**src/rtl/store_rmw_if.sv**
```systemverilog
// Store request / data-memory port bundle for store_rmw_unit.
// slave  : the store unit (consumes requests, drives the memory port)
// master : the datapath + memory side (drives requests, answers reads/writes)
interface store_rmw_if #(
    parameter int ADDR_W = 32
);
    // datapath store request
    logic              req_valid;
    logic              req_ready;
    logic [1:0]        store_type;
    logic [ADDR_W-1:0] addr;
    logic [31:0]       wdata;

    // data-memory port (word granular, no byte enables)
    logic [ADDR_W-1:0] mem_addr;
    logic              mem_rd_en;
    logic [31:0]       mem_rdata;
    logic              mem_rd_valid;
    logic              mem_wr_en;
    logic [31:0]       mem_wdata;
    logic              mem_wr_ack;

    // completion status back to the stall logic
    logic              done;
    logic              misaligned;
    logic [3:0]        byte_en;

    modport slave (
        input  req_valid, store_type, addr, wdata,
        input  mem_rdata, mem_rd_valid, mem_wr_ack,
        output req_ready,
        output mem_addr, mem_rd_en, mem_wr_en, mem_wdata,
        output done, misaligned, byte_en
    );

    modport master (
        output req_valid, store_type, addr, wdata,
        output mem_rdata, mem_rd_valid, mem_wr_ack,
        input  req_ready,
        input  mem_addr, mem_rd_en, mem_wr_en, mem_wdata,
        input  done, misaligned, byte_en
    );
endinterface

```
**src/rtl/store_rmw_unit.sv**
```systemverilog
// Store read-modify-write unit.
// Turns byte/halfword stores into full-word writes for a memory without
// byte enables: read the aligned word, merge the new lanes, write it back.
// Aligned word stores may skip the read (WORD_FAST). Misaligned or reserved
// stores complete immediately with misaligned=1 and never touch memory.
// One store in flight; all outputs come straight from registers.
module store_rmw_unit #(
    parameter int ADDR_W    = 32,
    parameter bit WORD_FAST = 1'b1
) (
    input  logic        clk,
    input  logic        rst,
    store_rmw_if.slave  bus
);

    localparam logic [1:0] ST_WORD = 2'b00;
    localparam logic [1:0] ST_HALF = 2'b01;
    localparam logic [1:0] ST_BYTE = 2'b10;

    typedef enum logic [1:0] {
        IDLE  = 2'd0,
        READ  = 2'd1,
        WRITE = 2'd2,
        DONE  = 2'd3
    } state_t;

    state_t            state;

    // registered outputs
    logic              ready_q;
    logic              rd_en_q;
    logic              wr_en_q;
    logic [ADDR_W-1:0] mem_addr_q;
    logic [31:0]       mem_wdata_q;
    logic              done_q;
    logic              mis_q;
    logic [3:0]        be_q;

    // request fields latched at accept
    logic [31:0]       wdata_q;
    logic [1:0]        type_q;
    logic [1:0]        off_q;

    // decode of the incoming request
    logic [1:0]        off_in;
    logic [3:0]        be_in;
    logic              mis_in;

    // merge path
    logic [31:0]       sh_data;
    logic [31:0]       merged;

    assign off_in = bus.addr[1:0];

    // Lane enables for the incoming request, and the alignment/reserved check.
    always_comb begin
        be_in  = 4'b0000;
        mis_in = 1'b0;
        case (bus.store_type)
            ST_WORD: begin
                if (off_in == 2'b00) be_in  = 4'b1111;
                else                 mis_in = 1'b1;
            end
            ST_HALF: begin
                if (off_in[0])       mis_in = 1'b1;
                else                 be_in  = off_in[1] ? 4'b1100 : 4'b0011;
            end
            ST_BYTE: begin
                be_in = 4'b0001 << off_in;
            end
            default: begin
                mis_in = 1'b1;
            end
        endcase
    end

    // Steer the right-justified store data into its lanes. The byte is
    // replicated into every lane; be_q picks the one that is really written.
    always_comb begin
        sh_data = wdata_q;
        case (type_q)
            ST_HALF: sh_data = off_q[1] ? {wdata_q[15:0], 16'h0000}
                                        : {16'h0000, wdata_q[15:0]};
            ST_BYTE: sh_data = {4{wdata_q[7:0]}};
            default: sh_data = wdata_q;
        endcase
    end

    // Per-lane select between new store data and the word read from memory.
    for (genvar i = 0; i < 4; i++) begin : g_lane
        assign merged[8*i +: 8] = be_q[i] ? sh_data[8*i +: 8]
                                          : bus.mem_rdata[8*i +: 8];
    end

    // Control FSM; every output is a register set on the transition into the
    // state that owns it, so an async reset drops the enables immediately.
    always_ff @(posedge clk or posedge rst) begin
        if (rst) begin
            state       <= IDLE;
            ready_q     <= 1'b1;
            rd_en_q     <= 1'b0;
            wr_en_q     <= 1'b0;
            mem_addr_q  <= '0;
            mem_wdata_q <= '0;
            done_q      <= 1'b0;
            mis_q       <= 1'b0;
            be_q        <= 4'b0000;
            wdata_q     <= '0;
            type_q      <= 2'b00;
            off_q       <= 2'b00;
        end else begin
            case (state)
                IDLE: begin
                    if (bus.req_valid) begin
                        ready_q    <= 1'b0;
                        mem_addr_q <= {bus.addr[ADDR_W-1:2], 2'b00};
                        wdata_q    <= bus.wdata;
                        type_q     <= bus.store_type;
                        off_q      <= off_in;
                        if (mis_in) begin
                            state  <= DONE;
                            done_q <= 1'b1;
                            mis_q  <= 1'b1;
                            be_q   <= 4'b0000;
                        end else if (WORD_FAST && bus.store_type == ST_WORD) begin
                            state       <= WRITE;
                            wr_en_q     <= 1'b1;
                            mem_wdata_q <= bus.wdata;
                            be_q        <= be_in;
                        end else begin
                            state   <= READ;
                            rd_en_q <= 1'b1;
                            be_q    <= be_in;
                        end
                    end
                end

                READ: begin
                    if (bus.mem_rd_valid) begin
                        state       <= WRITE;
                        rd_en_q     <= 1'b0;
                        wr_en_q     <= 1'b1;
                        mem_wdata_q <= merged;
                    end
                end

                WRITE: begin
                    if (bus.mem_wr_ack) begin
                        state   <= DONE;
                        wr_en_q <= 1'b0;
                        done_q  <= 1'b1;
                    end
                end

                DONE: begin
                    state   <= IDLE;
                    done_q  <= 1'b0;
                    mis_q   <= 1'b0;
                    be_q    <= 4'b0000;
                    ready_q <= 1'b1;
                end

                default: begin
                    state   <= IDLE;
                    rd_en_q <= 1'b0;
                    wr_en_q <= 1'b0;
                    done_q  <= 1'b0;
                    mis_q   <= 1'b0;
                    be_q    <= 4'b0000;
                    ready_q <= 1'b1;
                end
            endcase
        end
    end

    assign bus.req_ready  = ready_q;
    assign bus.mem_addr   = mem_addr_q;
    assign bus.mem_rd_en  = rd_en_q;
    assign bus.mem_wr_en  = wr_en_q;
    assign bus.mem_wdata  = mem_wdata_q;
    assign bus.done       = done_q;
    assign bus.misaligned = mis_q;
    assign bus.byte_en    = be_q;

endmodule

```
**src/flat_wrapper.sv**
```systemverilog
// flat-port wrapper written by rule: the top's interface ports become plain ports
module store_rmw_unit_flat 
#(
    parameter int ADDR_W    = 32,
    parameter bit WORD_FAST = 1'b1
)
  (clk, rst, bus_req_valid, bus_store_type, bus_addr, bus_wdata, bus_mem_rdata, bus_mem_rd_valid, bus_mem_wr_ack, bus_req_ready, bus_mem_addr, bus_mem_rd_en, bus_mem_wr_en, bus_mem_wdata, bus_done, bus_misaligned, bus_byte_en);
  store_rmw_if #(.ADDR_W(ADDR_W)) bus_i ();
  input  logic clk;
  input  logic rst;
  input wire logic [$bits(bus_i.req_valid)-1:0] bus_req_valid;
  input wire logic [$bits(bus_i.store_type)-1:0] bus_store_type;
  input wire logic [$bits(bus_i.addr)-1:0] bus_addr;
  input wire logic [$bits(bus_i.wdata)-1:0] bus_wdata;
  input wire logic [$bits(bus_i.mem_rdata)-1:0] bus_mem_rdata;
  input wire logic [$bits(bus_i.mem_rd_valid)-1:0] bus_mem_rd_valid;
  input wire logic [$bits(bus_i.mem_wr_ack)-1:0] bus_mem_wr_ack;
  output wire logic [$bits(bus_i.req_ready)-1:0] bus_req_ready;
  output wire logic [$bits(bus_i.mem_addr)-1:0] bus_mem_addr;
  output wire logic [$bits(bus_i.mem_rd_en)-1:0] bus_mem_rd_en;
  output wire logic [$bits(bus_i.mem_wr_en)-1:0] bus_mem_wr_en;
  output wire logic [$bits(bus_i.mem_wdata)-1:0] bus_mem_wdata;
  output wire logic [$bits(bus_i.done)-1:0] bus_done;
  output wire logic [$bits(bus_i.misaligned)-1:0] bus_misaligned;
  output wire logic [$bits(bus_i.byte_en)-1:0] bus_byte_en;
  assign bus_i.req_valid = bus_req_valid;
  assign bus_i.store_type = bus_store_type;
  assign bus_i.addr = bus_addr;
  assign bus_i.wdata = bus_wdata;
  assign bus_i.mem_rdata = bus_mem_rdata;
  assign bus_i.mem_rd_valid = bus_mem_rd_valid;
  assign bus_i.mem_wr_ack = bus_mem_wr_ack;
  assign bus_req_ready = bus_i.req_ready;
  assign bus_mem_addr = bus_i.mem_addr;
  assign bus_mem_rd_en = bus_i.mem_rd_en;
  assign bus_mem_wr_en = bus_i.mem_wr_en;
  assign bus_mem_wdata = bus_i.mem_wdata;
  assign bus_done = bus_i.done;
  assign bus_misaligned = bus_i.misaligned;
  assign bus_byte_en = bus_i.byte_en;
  store_rmw_unit #(.ADDR_W(ADDR_W), .WORD_FAST(WORD_FAST)) u_core (.clk(clk), .rst(rst), .bus(bus_i));
endmodule
```
**config.mk**
```make
export PLATFORM = sky130hd
export DESIGN_NAME = store_rmw_unit_flat
export DESIGN_NICKNAME = d
export VERILOG_FILES = /design/src/rtl/store_rmw_if.sv /design/src/rtl/store_rmw_unit.sv /design/src/flat_wrapper.sv
export SDC_FILE = /design/constraint.sdc
export NUM_CORES = 1
export LEC_CHECK = 0
export CELL_PAD_IN_SITES_DETAIL_PLACEMENT = 1
export CELL_PAD_IN_SITES_GLOBAL_PLACEMENT = 1
export CORE_UTILIZATION = 33
export CTS_BUF_LIST = sky130_fd_sc_hd__clkbuf_4 sky130_fd_sc_hd__clkbuf_8
export DETAILED_ROUTE_END_ITERATION = 7
export GPL_ROUTABILITY_DRIVEN = 1
export PLACE_DENSITY_LB_ADDON = 0.1
export SETUP_SLACK_MARGIN = 0.2
export SYNTH_ARGS = -nofsm -noshare
export SYNTH_HDL_FRONTEND = slang
export SYNTH_SLANG_ARGS = --single-unit
export TNS_END_PERCENT = 20
```
**constraint.sdc**
```tcl
create_clock -name clk -period 3.85 [get_ports clk]
set_input_delay 0.9625 -clock clk [delete_from_list [all_inputs] [get_ports clk]]
set_output_delay 0.9625 -clock clk [all_outputs]
set_load 0.005 [all_outputs]
```
=== After elaboration in Yosys (flattened, before gate mapping) ===
Index checks and enable logic that the tools add are counted.

* Output and inout port bits: 73
* Bits in latches: 0
* Memory bits (read-only): 0
* Memories: 0
* Flip-flop bits (word level): 109
* Input port bits: 103
* Logic and storage cells: 87
* Memory bits (writable): 0

* Reductions and logical operators: 15
* $mul: 0
* Multiplexer cells: 45
* Equality and inequality tests: 14
* Div/mod/pow operators: 0
* $add $sub $neg: 0
* $lt $le $gt $ge: 0
* Shifts and indexed selects: 1
* Bitwise operators: 0

{| class="wikitable"
|+ Operators with widths
! kind !! count
|-
| $mux 32 || 5
|-
| $pmux 32 s2 || 2
|-
| $mux 8 || 4
|-
| $mux 4 || 5
|-
| $mux 1 || 15
|-
| $pmux 4 s3 || 1
|-
| $mux 2 || 5
|-
| $ne 2x2->1 const B || 5
|-
| $reduce_and 5->1 || 2
|-
| $pmux 1 s3 || 3
|-
| $eq 2x2->1 const B || 4
|-
| $pmux 2 s4 || 1
|-
| $pmux 4 s2 || 1
|-
| $eq 2x1->1 const B || 3
|-
| $logic_not 2->1 || 3
|-
| $pmux 1 s2 || 3
|-
| $reduce_and 3->1 || 2
|-
| $reduce_and 6->1 || 1
|-
| $reduce_bool 3->1 || 2
|-
| $ne 2x1->1 const B || 2
|-
| $reduce_and 2->1 || 2
|-
| $reduce_and 4->1 || 1
|-
| $reduce_bool 2->1 || 2
|-
| $shl 1x2->4 const A || 1
|}

=== Depth between registers and ports, before layout ===
Gate-level depths: netlist of the first run.

* Word-level depth: 6
* Gate-level depth with buffers: 8
* Depth with buffers taken out: 6

=== Worst setup path before layout of the first run ===
OpenSTA, ideal clock, no wires.

* Path kind: input to register
* Start point: in bus_store_type[0]
* End point: reg u_core.mem_wdata_q[10] (netlist: u_core.bus.mem_wdata[10])
* Buffers on the path: 2
* Data required time: 3.725 ns
* Arrival time: 2.374 ns
* Stages: 6
* Setup time: 0.125 ns
* Path slack: 1.351 ns
* Cells stage by stage: buf_6 -> nor4_4 -> nand2_2 -> a211oi_4 -> buf_6 -> mux2_2

* Longest elaborated chain between the ends: 4
* Elaborated cells between the ends (all ways): 7
* Those cells by class: 4 x eq/ne; 1 x mux; 2 x reduce/logical

{| class="wikitable"
|+ Ends and longest elaborated chain
! element !! RTL line !! text
|-
| start: declaration || flat_wrapper.sv:12 || <nowiki>input wire logic [$bits(bus_i.store_type)-1:0] bus_store_type;</nowiki>
|-
| $eq 2x2->1, or another cell as far along || store_rmw_unit.sv:59 || <nowiki>case (bus.store_type)</nowiki>
|-
| $pmux 1 s3 || store_rmw_unit.sv:59 ||
|-
| $ne 2x2->1 (no line) || -- ||
|-
| $reduce_and 5->1 (no line) * || -- ||
|-
| end signal: assignment || store_rmw_unit.sv:128 || <nowiki>mem_wdata_q <= bus.wdata;</nowiki>
|-
| end signal: assignment || store_rmw_unit.sv:143 || <nowiki>mem_wdata_q <= merged;</nowiki>
|-
| end: declaration || store_rmw_unit.sv:34 || <nowiki>logic [31:0] mem_wdata_q;</nowiki>
|}

Mark *: on every way between the ends. The rest lies on a longest branch, timed or not.
A chain may end at the register's enable or synchronous reset.

=== Worst setup path after layout of the first run ===
* Start point: in bus_store_type[0]
* End point: reg u_core.mem_wdata_q[1] (netlist: u_core.bus.mem_wdata[1])

Same word-level chain as after synthesis.

==> reports/results.tsv, run 1 <==
metric	value	unit
final_cell_area	7500	sq um
numClockSinks	108	
clk_path_buf_depth	2	
nNetsFinal	714	
cp-end-kind	register	
die_y	129	um
crit_required	4150	ps
clk_pin_slew_worst_paths	90	ps
first_pass_iters	7	
whs	514	ps
critical-path-top-delay-family	buffers and inverters	
final-hold-violation-count	0	
leakagePower	3.04	nW
placed_area	7250	sq um
final_cell_mix	clkdlybuf4s50_1, dfrtp_1, mux2_2	
hpwl	12.0	mm
cts_buffers	9	
ys_seq_area_frac	0.508	
wl_per_cell	19.4	um
die_w	129	um
drc_errors	1	
layout-drive-gt1-share	0.190	
min_period	2930	ps
clk_latency	380	ps
layout_commonest_cell	clkdlybuf4s50_1	
syn_area	5330	sq um
status	finished, violations left	
synth-edff-count	0	
arrival	3230	ps
antenna_found_initial	1	
relSlewSlack	0.224	
hp-class	register to register	
placed_cells_incl_taps	809	
cts_resized	0	
cp_cell_sequence	clkdlybuf4s50_1 -> nor4_4 -> nand2_2 -> a211oi_4 -> buf_4 -> buf_4 -> mux2i_1	
via_per_inst	5.08	
fillers	1665	
setup_viol	0	
via_count	4199	
synthFlopType	dfrtp_1	
tritoncts	yes	
violations	design-rule violations	
cts_setup_buffers	0	
worstPathMaxFanout	26	
slew_viol_final	0	
grt_first_pass_wirelength	25.3	mm
crit_buf_inv	3	
tightestPinTransition	1160	ps
final.period_utilization	0.761	
syn-instance-count	444	
final_antenna_net_count	0	
die_area	16700	sq um
ys_types	47	
initial_core_util	0.337	
critPathLaunchType	primary input	
core-area	15800	sq um
rows	46	
io_buffer_count	173	
ys_ff_latch	108	
ios	176	
grt-ovfl-total	0	
crit_slowest_cell	clkdlybuf4s50_1	
setup_tns	0	ps
drt_iter0_markers	197	
layoutNonFillerInstCount	826	
finalClockSkew	16.9	ps
grt_use_total	0.201	
syn_to_final_growth	40.8	%
crit_type	primary input to register	
grt_pass1_vias	4673	
vdd_ir_drop_max	341	uV
max_freq	0.341	GHz
cpPeakStageDelay	590	ps
synthArstFlopShare	1.00	
place_congestion	0.780	
cts_root_buf	clkbuf_8	
worst_path_most_repeated_cell	buf_4	
syn_avg_cell_area	12.0	sq um
cap_viol_max_count	0	
yosysWarningCount	0	
htreeDepth	3	
grt_max_degree	45	
totalWireLength	16.0	mm
grt_setup_unrepaired	false	
hold_buffers	0	
p_per_area	819	nW/um^2
==> synthesized netlist by cell type, drive strengths merged (10+ instances only) <==
cell | n | area (sq um)
a21oi | 19 | 95.1
a222oi | 10 | 100
a31oi | 17 | 106
buf | 20 | 125
clkbuf | 14 | 52.6
dfrtp | 107 | 2680
inv | 18 | 67.6
mux2 | 85 | 995
mux2i | 11 | 110
nand2 | 14 | 55.1
nand3b | 15 | 113
nor2b | 12 | 75.1
o21ai | 15 | 75.1
o22ai | 23 | 144
==> metrics by stage <==
step	setup WS, ps	utilization	power (W)
floorplan	1350	-	0.00391
global placement	599	0.458	0.00522
detailed placement	463	0.458	0.00533
CTS	890	0.474	0.00623
global route	755	0.474	0.00658
finish	921	0.474	0.00615
==> layout make-up <==
class | count | area, sq um | area share
clock inverters | 5 | 106 | 0.0142
inverters | 18 | 71.3 | 0.00951
repair buffers | 182 | 1810 | 0.242
clock buffers | 11 | 145 | 0.0193
diodes | 1 | 2.50 | 0.000334
flip-flops and latches | 108 | 2700 | 0.360
multi-input cells | 285 | 2390 | 0.319
well taps | 216 | 270 | 0.0360
==> state kept, by name, summed over array words and instances, names as in the netlist, 2 cells and up <==
name,cells
u_core.type_q,2
u_core.wdata_q,32
u_core.bus.byte_en,4
u_core.bus.mem_wdata,32
u_core.state,2
u_core.bus.mem_addr,30
==> worst register-to-register path: stages (launching register included) <==
cell,delay [ps]
dfrtp_1,430
inv_1,70
ha_1,1060
nor2b_1,270
a222oi_1,430
a31oi_1,160
mux2_4,290
==> per-layer routing <==
metal  global-route usage  wire length (um)  up-vias
met5                    0                 0        -
met4               0.0630               169        0
met3               0.0685              1320       16
met2                0.337              7830      133
met1                0.244              6670     2103
li1                     -                 -     1947
==> path summary, 6_finish.rpt <==
check                                       start                        to  slack (ps)  cells after the start
setup / recovery                bus_store_type[0]   u_core.bus.mem_wdata[1]         920                      7
hold / removal             u_core.bus.mem_addr[3]    u_core.bus.mem_addr[3]         510                      1
setup reg to reg                 u_core.type_q[0]  u_core.bus.mem_wdata[29]        1060                      6
hold reg to reg            u_core.bus.mem_addr[3]    u_core.bus.mem_addr[3]         510                      1
max in group asynchronous                     rst  u_core.bus.mem_wdata[25]        2000                      3
min in group asynchronous                     rst   u_core.bus.mem_addr[18]        1090                      2
==> cell families after synthesis <==
kind of cell,synth area share
AOI/OAI and AO/OA,0.141
xor gates and xnor gates,0.00164
muxes,0.207
adders and majority gates,0.0164
buffers and inverters,0.0460
other,0.000704
DFF,0.508
and+or+nand+nor,0.0789
==> report_power, final <==
group | internal, W | leakage [nW] | switching, W | total, W
clock | 0.000460 | 0.124 | 0.000402 | 0.000862
combinational | 0.00180 | 1.65 | 0.00132 | 0.00312
sequential | 0.00172 | 1.27 | 0.000440 | 0.00216
Power figures use the tool's default switching activity.
==> run 2, diff against run 1 <==
==> constraint.sdc (replaced) <==
create_clock -name clk -period 2.5 [get_ports clk]
set_input_delay 0.625 -clock clk [delete_from_list [all_inputs] [get_ports clk]]
set_output_delay 0.625 -clock clk [all_outputs]
set_load 0.005 [all_outputs]
==> run 2 against run 1 <==
  * Power grew 55%
  * Largest power group unchanged
  * Die area did not move
  * Cell count up 1.8%
  * Core utilization rose by 0.74 points
  * Worst hold slack got worse by 0.88 ps
  * Combinational power rose by 62%
  * The flow still finishes with violations (design-rule violations)
  * Critical endpoint is now u_core.bus.mem_wdata[3]
  * Final area grew 1.6%
==> reports/results.tsv, run 2 (same netlist as run 1, synthesis figures left out) <==
metric	value	unit
arrival	2560	ps
via_per_inst	5.09	
whs	513	ps
setup_viol	0	
hpwl	12.2	mm
cap_viol_max_count	0	
crit_type	primary input to register	
vdd_ir_drop_max	429	uV
clk_path_buf_depth	2	
cp-end-kind	register	
via_count	4280	
cp_cell_sequence	clkdlybuf4s50_1 -> nor4_4 -> nand2_2 -> a211oi_4 -> buf_12 -> buf_4 -> mux2i_1	
final_antenna_net_count	0	
io_buffer_count	173	
power_frac_comb	0.529	
min_path_cells	2	
sequentialPowerShare	0.349	
swShare	0.359	
die_y	129	um
htreeDepth	3	
r2r_cells	7	
fillers	1709	
status	finished, violations left	
final_cell_mix	clkdlybuf4s50_1, dfrtp_1, mux2_2	
critical-path-top-delay-family	buffers and inverters	
antenna_found_initial	0	
p_per_area	1250	nW/um^2
die_area	16700	sq um
clk_latency	380	ps
switching_power	0.00342	W
crit_required	2800	ps
core-area	15800	sq um
min_period	2260	ps
placed_area	7400	sq um
final_cell_area	7620	sq um
diodes	0	
hp-class	register to register	
grt_pass1_vias	4728	
syn_to_final_growth	43.0	%
cts_root_buf	clkbuf_8	
final-hold-violation-count	0	
nNetsFinal	730	
grt-ovfl-total	0	
first_pass_iters	6	
numClockSinks	108	
place_congestion	0.767	
cts_buffers	9	
cpPeakStageDelay	460	ps
relSlewSlack	0.565	
internal_power	0.00612	W
min_from	u_core.bus.req_ready	
grt_first_pass_wirelength	25.7	mm
drt_iter0_markers	148	
layout_commonest_cell	clkdlybuf4s50_1	
leakagePower	3.11	nW
grt_use_total	0.205	
cts_setup_buffers	0	
multi_input_area	2390	sq um
tightestPinTransition	651	ps
ios	176	
rr_endpoint	u_core.bus.mem_wdata[3]	
initial_core_util	0.337	
clk_pin_slew_worst_paths	110	ps
crit_buf_inv	3	
seq_area	2700	sq um
r2r_start	u_core.state[0]	
violations	design-rule violations	
layout-drive-gt1-share	0.213	
p_clk_frac	0.122	
final.period_utilization	0.906	
totalWireLength	16.3	mm
grt_max_degree	109	
critPathLaunchType	primary input	
finalClockSkew	9.50	ps
wl_per_cell	19.4	um
total_power	0.00954	W
max_freq	0.442	GHz
rows	46	
worstPathMaxFanout	22	
die_w	129	um
crit_slowest_cell	clkdlybuf4s50_1	
fin_util	0.481	
slew_viol_final	0	
setup_tns	0	ps
grt_setup_unrepaired	true	
tritoncts	yes	
hold_path_end	u_core.bus.req_ready	
drc_errors	1	
rrSetupSlack	330	ps
-- run 2: cell types whose count changed in the layout (fill, tap and decap cells not counted), sizes merged --
cell    delta
clkinv     +3
bufinv     -2
inv        -1
buf       +16
diode      -1
-- run 2: worst max-delay path by stage --
stage / start / endpoint / cells after the start
after floorplan: bus_store_type[0] / u_core.bus.mem_wdata[10] / 6
after global placement: bus_store_type[0] / u_core.bus.mem_wdata[5] / 7
after detailed placement: bus_store_type[0] / u_core.bus.mem_wdata[3] / 7
after CTS: bus_store_type[0] / u_core.bus.mem_wdata[3] / 7
after global routing: bus_store_type[0] / u_core.bus.mem_wdata[7] / 7
final: bus_store_type[0] / u_core.bus.mem_wdata[3] / 7
-- run 2: layout make-up --
type / count / area share
Clock buffer: 11 / 0.0199
Clock inverter: 5 / 0.00788
Sequential cell: 108 / 0.355
Multi-Input combinational cell: 285 / 0.314
Tap cell: 216 / 0.0355
Timing Repair Buffer: 198 / 0.258
Inverter: 18 / 0.00936
-- run 2: timing repair --
action                                  CTS  global route
hold buffers                              0             0
endpoints found under the setup margin    0             8
resized for setup                         0             1
-- run 2: worst register-to-register path, stage by stage (launching register included) --
cell	delay, ps
dfrtp_1	440
inv_1	120
ha_1	350
nor2_1	200
a211oi_4	280
buf_12	230
buf_4	250
mux2i_1	220
-- run 2: stage by stage --
stage / setup WS, ps / cells
after floorplan: 338 / 445
after global placement: -89.3 / 825
after detailed placement: -184 / 825
after CTS: 242 / 841
after global routing: 158 / 841
final: 236 / 841
-- run 2: power groups by stage --
stage	Clock, W	Sequential (W)	Combinational, W
floorplan	0	0.00317	0.00286
global placement	0	0.00331	0.00494
detailed placement	0	0.00335	0.00510
CTS	0.00121	0.00333	0.00511
global route	0.00125	0.00344	0.00552
finish	0.00117	0.00333	0.00505
-- run 2: metal layers --
layer  GRT usage  vias up  routed length, um
li1            -     1987                  -
met1       0.263     2134               7050
met2       0.334      141               7760
met3      0.0537       18               1180
met4      0.0754        0                343
met5           0        -                  0
==> run 3, diff against run 2 <==
--- a/config.mk
+++ b/config.mk
@@ -5,6 +5,7 @@
 export SDC_FILE = /design/constraint.sdc
 export NUM_CORES = 1
 export LEC_CHECK = 0
+export CAP_MARGIN = 0
 export CELL_PAD_IN_SITES_DETAIL_PLACEMENT = 1
 export CELL_PAD_IN_SITES_GLOBAL_PLACEMENT = 1
 export CORE_UTILIZATION = 33
==> constraint.sdc (replaced) <==
create_clock -name clk -period 1.8 [get_ports clk]
set_input_delay 0.45 -clock clk [delete_from_list [all_inputs] [get_ports clk]]
set_output_delay 0.45 -clock clk [all_outputs]
set_load 0.005 [all_outputs]
==> run 3 against run 2 <==
  * Core utilization rose by 5.6 points
  * Clock power up 30%
  * Critical path depth shrank 1
  * Cell count increased by 6.7%
  * Via count up 7.0%
  * Combinational power rose by 76%
  * The run ends with negative setup slack left
  * Register-to-register slack lost 400 ps
==> reports/results.tsv, run 3 (same netlist as run 1, synthesis figures left out) <==
metric	value	unit
status	finished, violations left	
violations	negative setup slack	
ios	176	
finalClockSkew	14.2	ps
final_cell_mix	dfrtp_1, clkdlybuf4s50_1, dlygate4sd2_1	
wl_per_cell	20.6	um
cp-end-kind	register	
initial_core_util	0.337	
htreeDepth	3	
place_congestion	0.793	
setup_tns	-470	ps
cts_buffers	9	
grt_pass1_vias	5081	
syn_to_final_growth	59.6	%
arrival	2140	ps
drt_iter0_markers	247	
die_area	16700	sq um
layout_setup_ws	-67.4	ps
hp-class	primary input to async pin	
nNetsFinal	786	
layout-drive-gt1-share	0.345	
final_antenna_net_count	0	
hpwl	13.1	mm
cap_viol_max_count	0	
setup_viol	23	
diodes	0	
crit_type	register to register	
min_period	1870	ps
hold_buffers	0	
first_pass_iters	7	
rows	46	
slew_viol_final	0	
die_y	129	um
worstPathMaxFanout	9	
core-area	15800	sq um
layout_commonest_cell	dfrtp_1	
grt_setup_unrepaired	true	
via_per_inst	5.10	
cts_root_buf	clkbuf_8	
antenna_found_initial	0	
grt-ovfl-total	0	
tritoncts	yes	
grt_max_degree	40	
vdd_ir_drop_max	731	uV
final-hold-violation-count	0	
drc_errors	0	
numClockSinks	108	
totalWireLength	18.5	mm
p_per_area	1760	nW/um^2
via_count	4579	
io_buffer_count	173	
r2r_start	u_core.type_q[1]	
critPathLaunchType	register	
clk_path_buf_depth	2	
grt_use_total	0.228	
whs	378	ps
clk_pin_slew_worst_paths	100	ps
cp-startpoint	u_core.type_q[1]	
leakagePower	3.82	nW
max_freq	0.536	GHz
grt_first_pass_wirelength	28.4	mm
die_w	129	um
clk_latency	390	ps
crit_required	2080	ps
final.period_utilization	1.04	
## run 3: routing by layer
layer,up-vias,track usage,share of wire
li1,2097,-,-
met1,2303,0.284,0.42
met4,0,0.0630,0.018
met2,158,0.376,0.49
met3,21,0.0772,0.074
met5,-,0,0
## run 3: layout make-up
type / count / area, sq um
clock inverter: 2 / 16.3
clock buffer: 14 / 180
fill: 1666 / 7320
tap: 216 / 270
multi-input combinational: 285 / 2830
timing repair buffer: 254 / 2420
sequential: 108 / 2710
inverter: 18 / 73.8
## run 3: path summary, 6_finish.rpt
path,to,slack (ps),cells after the start
worst max-delay path,u_core.bus.mem_wdata[29],-70,6
worst min-delay path,u_core.bus.mem_wdata[2],380,2
worst max register to register,u_core.bus.mem_wdata[29],-70,6
worst min register to register,u_core.bus.mem_addr[16],510,1
max in group asynchronous,u_core.bus.req_ready,900,3
min in group clk,u_core.bus.mem_addr[16],510,1
## run 3: power breakdown
group / switching (W) / leakage [nW] / internal (W)
combinational: 0.00374 / 2.46 / 0.00514
sequential: 0.000858 / 1.26 / 0.00369
clock: 0.000861 / 0.100 / 0.000656
## run 3: worst max-delay path, cell delays in order (launching register included)
cell	delay, ps
dfrtp_1	400
buf_4	150
ha_4	320
and3b_1	210
a222oi_1	240
a31oi_1	170
mux2_4	280
## run 3: through the flow
step	util	total power, W	instances	setup WS, ps	instance area [sq um]
final	0.537	0.0149	897	-67.4	8500
after global routing	0.537	0.0159	897	-129	8500
after CTS	0.529	0.0146	893	-33.3	8380
after detailed placement	0.486	0.0122	859	-654	7690
after global placement	0.486	0.0120	859	-620	7690
after floorplan	-	0.00849	445	-153	5370
## run 3: repair_timing
item	CTS	global route
pin swaps	22	14
gates resized for setup	191	28
setup endpoints to repair	178	84
buffers inserted	17	4
cloned	1	0
